<file path="config.mk">
export PLATFORM = sky130hd
export DESIGN_NAME = pool_feeder
export DESIGN_NICKNAME = d
export VERILOG_FILES = /design/src/rtl/pool_feeder.sv
export SDC_FILE = /design/constraint.sdc
export NUM_CORES = 1
export LEC_CHECK = 0
export CORE_MARGIN = 2
export CORE_UTILIZATION = 45
export CTS_CLUSTER_SIZE = 12
export DETAILED_ROUTE_END_ITERATION = 7
export PLACE_DENSITY_LB_ADDON = 0.15
export SETUP_SLACK_MARGIN = 0.15
export SYNTH_ARGS = -nofsm -noshare
export SYNTH_HDL_FRONTEND = slang
export SYNTH_SLANG_ARGS = --single-unit
</file>
<file path="constraint.sdc">
create_clock -name clk -period 8.8 [get_ports clk]
set_input_delay 0.88 -clock clk [delete_from_list [all_inputs] [get_ports clk]]
set_output_delay 0.88 -clock clk [all_outputs]
set_load 0.01 [all_outputs]
</file>
<file path="src/rtl/pool_feeder.sv">
// pool_feeder: streams 1x2 pixel pairs, one channel group at a time, from feature memory to a pool engine.
// Define POOL_FEED_MASK_EN to zero lanes beyond the channel count in the last group.
module pool_feeder #(
  parameter int DATA_WIDTH       = 16,
  parameter int POOL_PARALLELISM = 8
) (
  input  logic                                       clk,
  input  logic                                       rst_n,
  input  logic                                       start,
  input  logic [7:0]                                 input_size,
  input  logic [7:0]                                 channel,
  output logic                                       mem_en,
  output logic [15:0]                                mem_addr,
  input  logic [DATA_WIDTH*POOL_PARALLELISM-1:0]     mem_rdata,
  output logic                                       out_valid,
  input  logic                                       out_ready,
  output logic [DATA_WIDTH*POOL_PARALLELISM*2-1:0]   infeature,
  output logic [7:0]                                 out_h,
  output logic [7:0]                                 out_w,
  output logic [7:0]                                 out_grp,
  output logic                                       busy,
  output logic                                       done
);
  localparam int P  = POOL_PARALLELISM;
  localparam int DW = DATA_WIDTH;
  typedef enum logic [2:0] {IDLE, RD_A, RD_B, CAP, SEND, FIN} state_e;
  state_e state_q, state_d;
  logic [7:0] size_q, size_d, grp_q, grp_d, h_q, h_d, w_q, w_d, g_q, g_d;
  logic [DW*P-1:0] a_q, a_d, b_q, b_d;
  logic [7:0] groups_in;
  logic h_last, w_last, g_last;
  logic [15:0] addr;
  assign groups_in = 8'((9'(channel) + 9'(P - 1)) / 9'(P));
  assign h_last = h_q == size_q - 8'd1;
  assign w_last = w_q == (size_q >> 1) - 8'd1;
  assign g_last = g_q == grp_q - 8'd1;
  // column is 2*w for pixel A and 2*w+1 for pixel B (read in RD_B)
  assign addr = (16'(h_q) * 16'(size_q) + 16'({w_q, state_q == RD_B})) * 16'(grp_q) + 16'(g_q);
  assign mem_en = state_q == RD_A || state_q == RD_B;
  assign mem_addr = mem_en ? addr : '0;
  assign out_valid = state_q == SEND;
  assign busy = state_q != IDLE;
  assign done = state_q == FIN;
  assign out_h = h_q;
  assign out_w = w_q;
  assign out_grp = g_q;
  always_comb begin
    state_d = state_q;
    size_d = size_q;
    grp_d = grp_q;
    h_d = h_q;
    w_d = w_q;
    g_d = g_q;
    a_d = a_q;
    b_d = b_q;
    case (state_q)
      IDLE: if (start) begin
        size_d = input_size;
        grp_d = groups_in;
        h_d = '0;
        w_d = '0;
        g_d = '0;
        state_d = (input_size < 8'd2 || channel == 8'd0) ? FIN : RD_A;
      end
      RD_A: state_d = RD_B;
      RD_B: begin
        a_d = mem_rdata;
        state_d = CAP;
      end
      CAP: begin
        b_d = mem_rdata;
        state_d = SEND;
      end
      SEND: if (out_ready) begin
        g_d = g_last ? '0 : g_q + 8'd1;
        w_d = g_last ? (w_last ? '0 : w_q + 8'd1) : w_q;
        h_d = (g_last && w_last) ? (h_last ? '0 : h_q + 8'd1) : h_q;
        state_d = (g_last && w_last && h_last) ? FIN : RD_A;
      end
      FIN: state_d = IDLE;
      default: state_d = IDLE;
    endcase
  end
  always_ff @(posedge clk or negedge rst_n) begin
    if (!rst_n) begin
      state_q <= IDLE;
      size_q <= '0;
      grp_q <= '0;
      h_q <= '0;
      w_q <= '0;
      g_q <= '0;
      a_q <= '0;
      b_q <= '0;
    end else begin
      state_q <= state_d;
      size_q <= size_d;
      grp_q <= grp_d;
      h_q <= h_d;
      w_q <= w_d;
      g_q <= g_d;
      a_q <= a_d;
      b_q <= b_d;
    end
  end
`ifdef POOL_FEED_MASK_EN
  logic [7:0] ch_q;
  always_ff @(posedge clk or negedge rst_n) begin
    if (!rst_n) ch_q <= '0;
    else if (state_q == IDLE && start) ch_q <= channel;
  end
  for (genvar i = 0; i < P; i++) begin : g_lane
    logic keep;
    assign keep = (32'(g_q) * P + i) < 32'(ch_q);
    assign infeature[2*DW*i +: 2*DW] = keep ? {b_q[DW*i +: DW], a_q[DW*i +: DW]} : '0;
  end
`else
  for (genvar i = 0; i < P; i++) begin : g_lane
    assign infeature[2*DW*i +: 2*DW] = {b_q[DW*i +: DW], a_q[DW*i +: DW]};
  end
`endif
endmodule

</file>
Word-level counts from Yosys, hierarchy flattened
Cells that the tools add are included.
Widths: inputs -> output; s select.
{"block": "word_totals", "register_bits": 297, "output_inout_bits": 300}
{"block": "op_classes", "addsub": 9, "multipliers": 2, "reduce_logical": 13, "n_lt_le_gt_ge": 1, "eq_ne": 12, "muxes": 18}
{"op": "$mux 8", "count": 9}
{"op": "$pmux 8 s2", "count": 3}
{"op": "$add 8x1->8 const B", "count": 3}
{"op": "$eq 8x8->1", "count": 3}
{"op": "$add 16x8->16", "count": 1}
{"op": "$add 16x9->16", "count": 1}
{"op": "$mul 16x6->16", "count": 1}
{"op": "$mul 8x8->16", "count": 1}
{"op": "$mux 16", "count": 1}
{"op": "$pmux 3 s5", "count": 1}
{"op": "$mux 3", "count": 4}
{"op": "$add 8x3->9 const B", "count": 1}
{"op": "$logic_not 8->1", "count": 1}
{"op": "$lt 8x2->1 const B", "count": 1}
{"op": "$reduce_and 4->1", "count": 2}
{"op": "$sub 7x1->8 const B", "count": 1}
{"op": "$sub 8x1->8 const B", "count": 1}
{"op": "$sub 6x1->7 const B", "count": 1}
{"op": "$eq 3x2->1 const B", "count": 2}
{"op": "$eq 3x3->1 const B", "count": 2}
{"op": "$ne 2x1->1 const B", "count": 3}
{"op": "$reduce_and 2->1", "count": 2}
{"op": "$eq 3x1->1 const B", "count": 1}
{"op": "$logic_not 3->1", "count": 1}
{"op": "6 further kinds", "count": 8}

Depth between registers and ports, before layout
{"block": "depth", "depth_word": 7, "mapped_depth": 33, "depth_no_buf": 32}

Worst setup path before layout
OpenSTA, ideal clock, no wires.
{"block": "synth_path", "path_kind": "flip-flop to output port", "from": "register h_q[3], in the netlist out_h[3]", "to": "output mem_addr[15]", "arrival_ps": 7681, "stages_incl_launch_ff": 33, "path_slack_ps": 239, "cell_sequence": "dfrtp_1 -> clkbuf_1 -> nand2_1 -> fa_1 -> inv_1 -> fa_1 -> ha_1 -> inv_1 -> fa_1 -> inv_1 -> ha_1 -> a21oi_1 -> nor2b_1 -> nor2_1 -> xnor2_1 -> and2_1 -> fa_1 -> inv_1 -> fa_1 -> inv_1 -> fa_1 -> inv_1 -> fa_1 -> inv_1 -> ha_1 -> o21ai_0 -> a21oi_1 -> o41ai_2 -> o2111ai_1 -> a21o_1 -> a31oi_4 -> xnor3_1 -> nor2_1"}
{"block": "synth_via", "elab_chain_len": 5}
{"element": "from (decl)", "line_no": "28", "rtl": "logic [7:0] size_q, size_d, grp_q, grp_d, h_q, h_d, w_q, w_d, g_q, g_d;"}
{"element": "from (signal assigned)", "line_no": "89", "rtl": "h_q <= '0;"}
{"element": "from (signal assigned)", "line_no": "98", "rtl": "h_q <= h_d;"}
{"element": "$mul 8x8->16", "line_no": "38", "rtl": "assign addr = (16'(h_q) * 16'(size_q) + 16'({w_q, state_q == RD_B})) * 16'(grp_q) + 16'(g_q);"}
{"element": "$add 16x9->16", "line_no": "38"}
{"element": "$mul 16x6->16", "line_no": "38"}
{"element": "$add 16x8->16", "line_no": "38"}
{"element": "$mux 16", "line_no": "40", "rtl": "assign mem_addr = mem_en ? addr : '0;"}
{"element": "to (decl)", "line_no": "13", "rtl": "output logic [15:0] mem_addr,"}
No other way between the ends.

Worst setup path in the final report
{"block": "layout_path", "from": "register h_q[5], in the netlist out_h[5]", "to": "output mem_addr[15]"}
The elaborated chain is that of the path after synthesis.

==> impl_results.md <==
- Buffers and inverters on the worst path: 9
- CTS root buffer: clkbuf_16
- Reg2reg end: out_h[2]
- Category of the worst setup path launch point: register
- Number of DRC markers in iteration 0: 460
- WP data arrival: 7910 ps
- Category of the most critical setup path: register to output pin
- Hold buffers post-CTS: 0
- Most used DFF post-synth: dfrtp_1
- Core Box Area: 0.0374 mm2
- Area of the mapped netlist: 0.0170 mm2
- Initial standard-cell utilization of the core: 45.3%
- Combinational share of power: 50.9%
- Weighted congestion reported at the end of routability-driven placement: 0.877
- Required @ worst endpoint: 7920 ps
- Minimum clock period: 8790 ps
- Register cell area after layout: 0.00744 mm2
- Number of buffers between clock root and the deepest sink: 3
- Proportion of layout cells with a drive suffix above 1: 26.6%
- Number of clock sinks: 297
- Cts bufs inserted: 34
- Maximum clock skew at final layout: 27.8 ps
- Delay of the slowest cell on the worst path: 520 ps
- Total number of vias: 12.6k
- Async set-reset flop share out of synthesis: 100%
- Wirelength per Cell: 20.6 um
- Outcome: complete, no violations
- Net Sw Power: 2730 uW
- Period Utilization, post-route: 99.9%
- Worst vdd rail ir drop: 251 uV
- Minimum setup slack in the final design: 5.20 ps
- Number of remaining DRC errors: 0
- Maximum number of pins on one net before global-route repair: 80
- Maxcap violations: 0
- Fraction of power consumed by the clock network: 17.4%
- Launch instance of the worst register-to-register path: size_q[4]
- Most used cell along the critical path: fa_1
- Max FO, Critical Path: 6
- Worst Max-Slew Pin Slew: 1110 ps
- Flop pwr share: 31.6%
- Antenna-violating nets left: 0
- Pre-CTS setup slack: -279 ps
- Total Routing Usage GR: 26.3%
- Final setup TNS: 0 ps
- Summed area of non-filler cells in the final layout: 0.0244 mm2
- Reg-to-reg setup timing slack: 5410 ps
- Leakage power of the design: 0.0108 uW
- Remaining global-route overflow: 0
- Switching share of total power: 35.2%
- Total number of placement rows: 71
- Sequential fraction of the synthesis area: 43.8%
- Worst-case hold slack: 324 ps
- Number of hold violations in the final report: 0
- Worst-case headroom to the max-slew limit: 26.2%
- Area of the die: 0.0393 mm2
- Post-Synthesis Net Count: 1757
- Number of global-route vias before repair: 13.6k
- Hold crit path type: input pin to async pin
- Post-synthesis to final-layout area growth: 44.1%
- Cell with the biggest individual delay on the critical path: fa_1
- Final net count: 2301
- Buffers on Ports: 447
- Internal power: 5040 uW
- Finish-stage setup viols: 0
- Average cell area after synthesis: 11.8 um2
- Vias per std cell: 5.02
- Die W: 198 um
- IO Pins: 448
- Commonest non-fill, non-tap cell in the layout: clkdlybuf4s50_1
- Multi-input combinational cell area: 0.00934 mm2
- Total power per unit cell area: 318 mW/mm2
- Yosys warning count: 0
- Fill cell instance count of the final layout: 2871
- Max Clk Rate: 114 MHz
- Number of enable-type register cells in the synthesized netlist: 0
- Total length of routed wires: 51.8 mm
- Post-place instance area: 0.0226 mm2
- Initial antenna violation count: 3
- Worst skew pair latency: 520 ps
- Final slew viol count: 0
- Highest-count cells in the layout ignoring fill and taps: clkdlybuf4s50_1 (437), dfrtp_1 (290), mux2_2 (257)
- Register clock-pin slew on the reported worst setup and hold paths: 60 ps
- Logic depth of the worst register-to-register path: 12
- Number of different library cells in the post-synthesis netlist: 61
- Sum of net half-perimeters after detailed placement: 39.5 mm
- Critical path endpoint category: output pin
- Synth Instances: 1439
- Unrepaired setup endpoints after global routing: true
- TritonRoute pass-1 iters: 5
- Number of flip-flops and latches in the synthesized netlist: 297
- First-pass GRT wire length: 78.4 mm
- Clock tree from TritonCTS: yes
- Die Ht: 198 um
- Delay-heaviest family, CP: adder cells
- Max H-tree Level: 2
==> routing by layer <==
layer / wire length, um / up-vias / part of all wire (%) / global-route usage, %
met3: 4040 / 55 / 7.8 / 9.40
li1: - / 5882 / - / -
met1: 19400 / 6423 / 38 / 29.5
met4: 1150 / 0 / 2.2 / 6.93
met5: 0 / - / 0 / 0
met2: 27200 / 285 / 52 / 47.1
==> cell type report <==
cell class | count | share of cell area, %
well taps | 511 | 2.62
repair buffers | 569 | 22.2
clock buffers | 51 | 4.03
multi-input cells | 937 | 38.2
diodes | 3 | 0.0307
clock inverters | 5 | 0.297
inverters | 144 | 2.21
flip-flops and latches | 297 | 30.4
==> synth_stat cells, types with 4 or more instances <==
library cell,count,area (um2)
o21ai_1,22,110
o31ai_1,4,30.0
nand3_1,17,85.1
dfrtp_1,297,7430
nand2b_1,10,62.6
mux2_2,257,2890
a31oi_1,6,37.5
ha_1,75,938
buf_2,4,20.0
nor4_1,8,50.1
o2111ai_1,5,43.8
nor2b_1,9,56.3
and2_1,79,494
nor2_1,41,154
a21o_1,7,52.6
xor2_1,26,228
fa_1,95,1900
nand2_1,121,454
o21ai_0,19,95.1
clkbuf_1,55,206
nor3_1,22,110
a21oi_1,20,100
and3_1,13,81.3
xnor2_1,32,280
inv_1,143,537
==> stage by stage <==
step	std cells	util, %	total power [uW]
after floorplan	1439	-	4280
after global placement	2430	60.3	6310
after detailed placement	2430	60.3	6360
after CTS	2504	64.3	7810
after global routing	2517	65.4	8220
final	2517	65.4	7780
==> kinds of logic after synthesis <==
group           count (synthesis)  synth area share (%)
xor+xnor                       61                  3.40
fa+ha+maj                     170                  16.7
compound gates                106                  4.18
mux                           258                  17.1
flops                         297                  43.8
buf+inv                       205                  4.57
simple gates                  342                  10.2
==> worst max-delay path by stage <==
| stage | startpoint | end | cells past startpoint |
|---|---|---|---|
| after floorplan | out_h[3] | mem_addr[15] | 32 |
| after global placement | out_h[3] | mem_addr[15] | 27 |
| after detailed placement | out_h[2] | mem_addr[15] | 27 |
| after CTS | out_h[4] | mem_addr[15] | 29 |
| after global routing | out_h[5] | mem_addr[15] | 30 |
| final | out_h[5] | mem_addr[15] | 32 |
==> power groups by stage <==
stage | clock [uW] | combinational (uW) | sequential [uW]
2_1_floorplan | 0 | 1620 | 2660
3_3_place_gp | 0 | 3880 | 2430
3_5_place_dp | 0 | 3900 | 2460
4_1_cts | 1390 | 3960 | 2460
5_1_grt | 1450 | 4220 | 2550
6_report | 1360 | 3960 | 2460
==> state kept, by name, indices dropped and copies added, names as in the netlist <==
name	count
b_q	128
out_h	8
out_grp	8
out_w	8
size_q	8
a_q	128
grp_q	6
state_q	3
==> timing repair <==
action	4_1_cts	5_1_grt
endpoints found under the setup margin	9	9
resized for setup	82	66
pin swaps	66	45
setup buffers	18	10
Power figures use the tool's default switching activity.
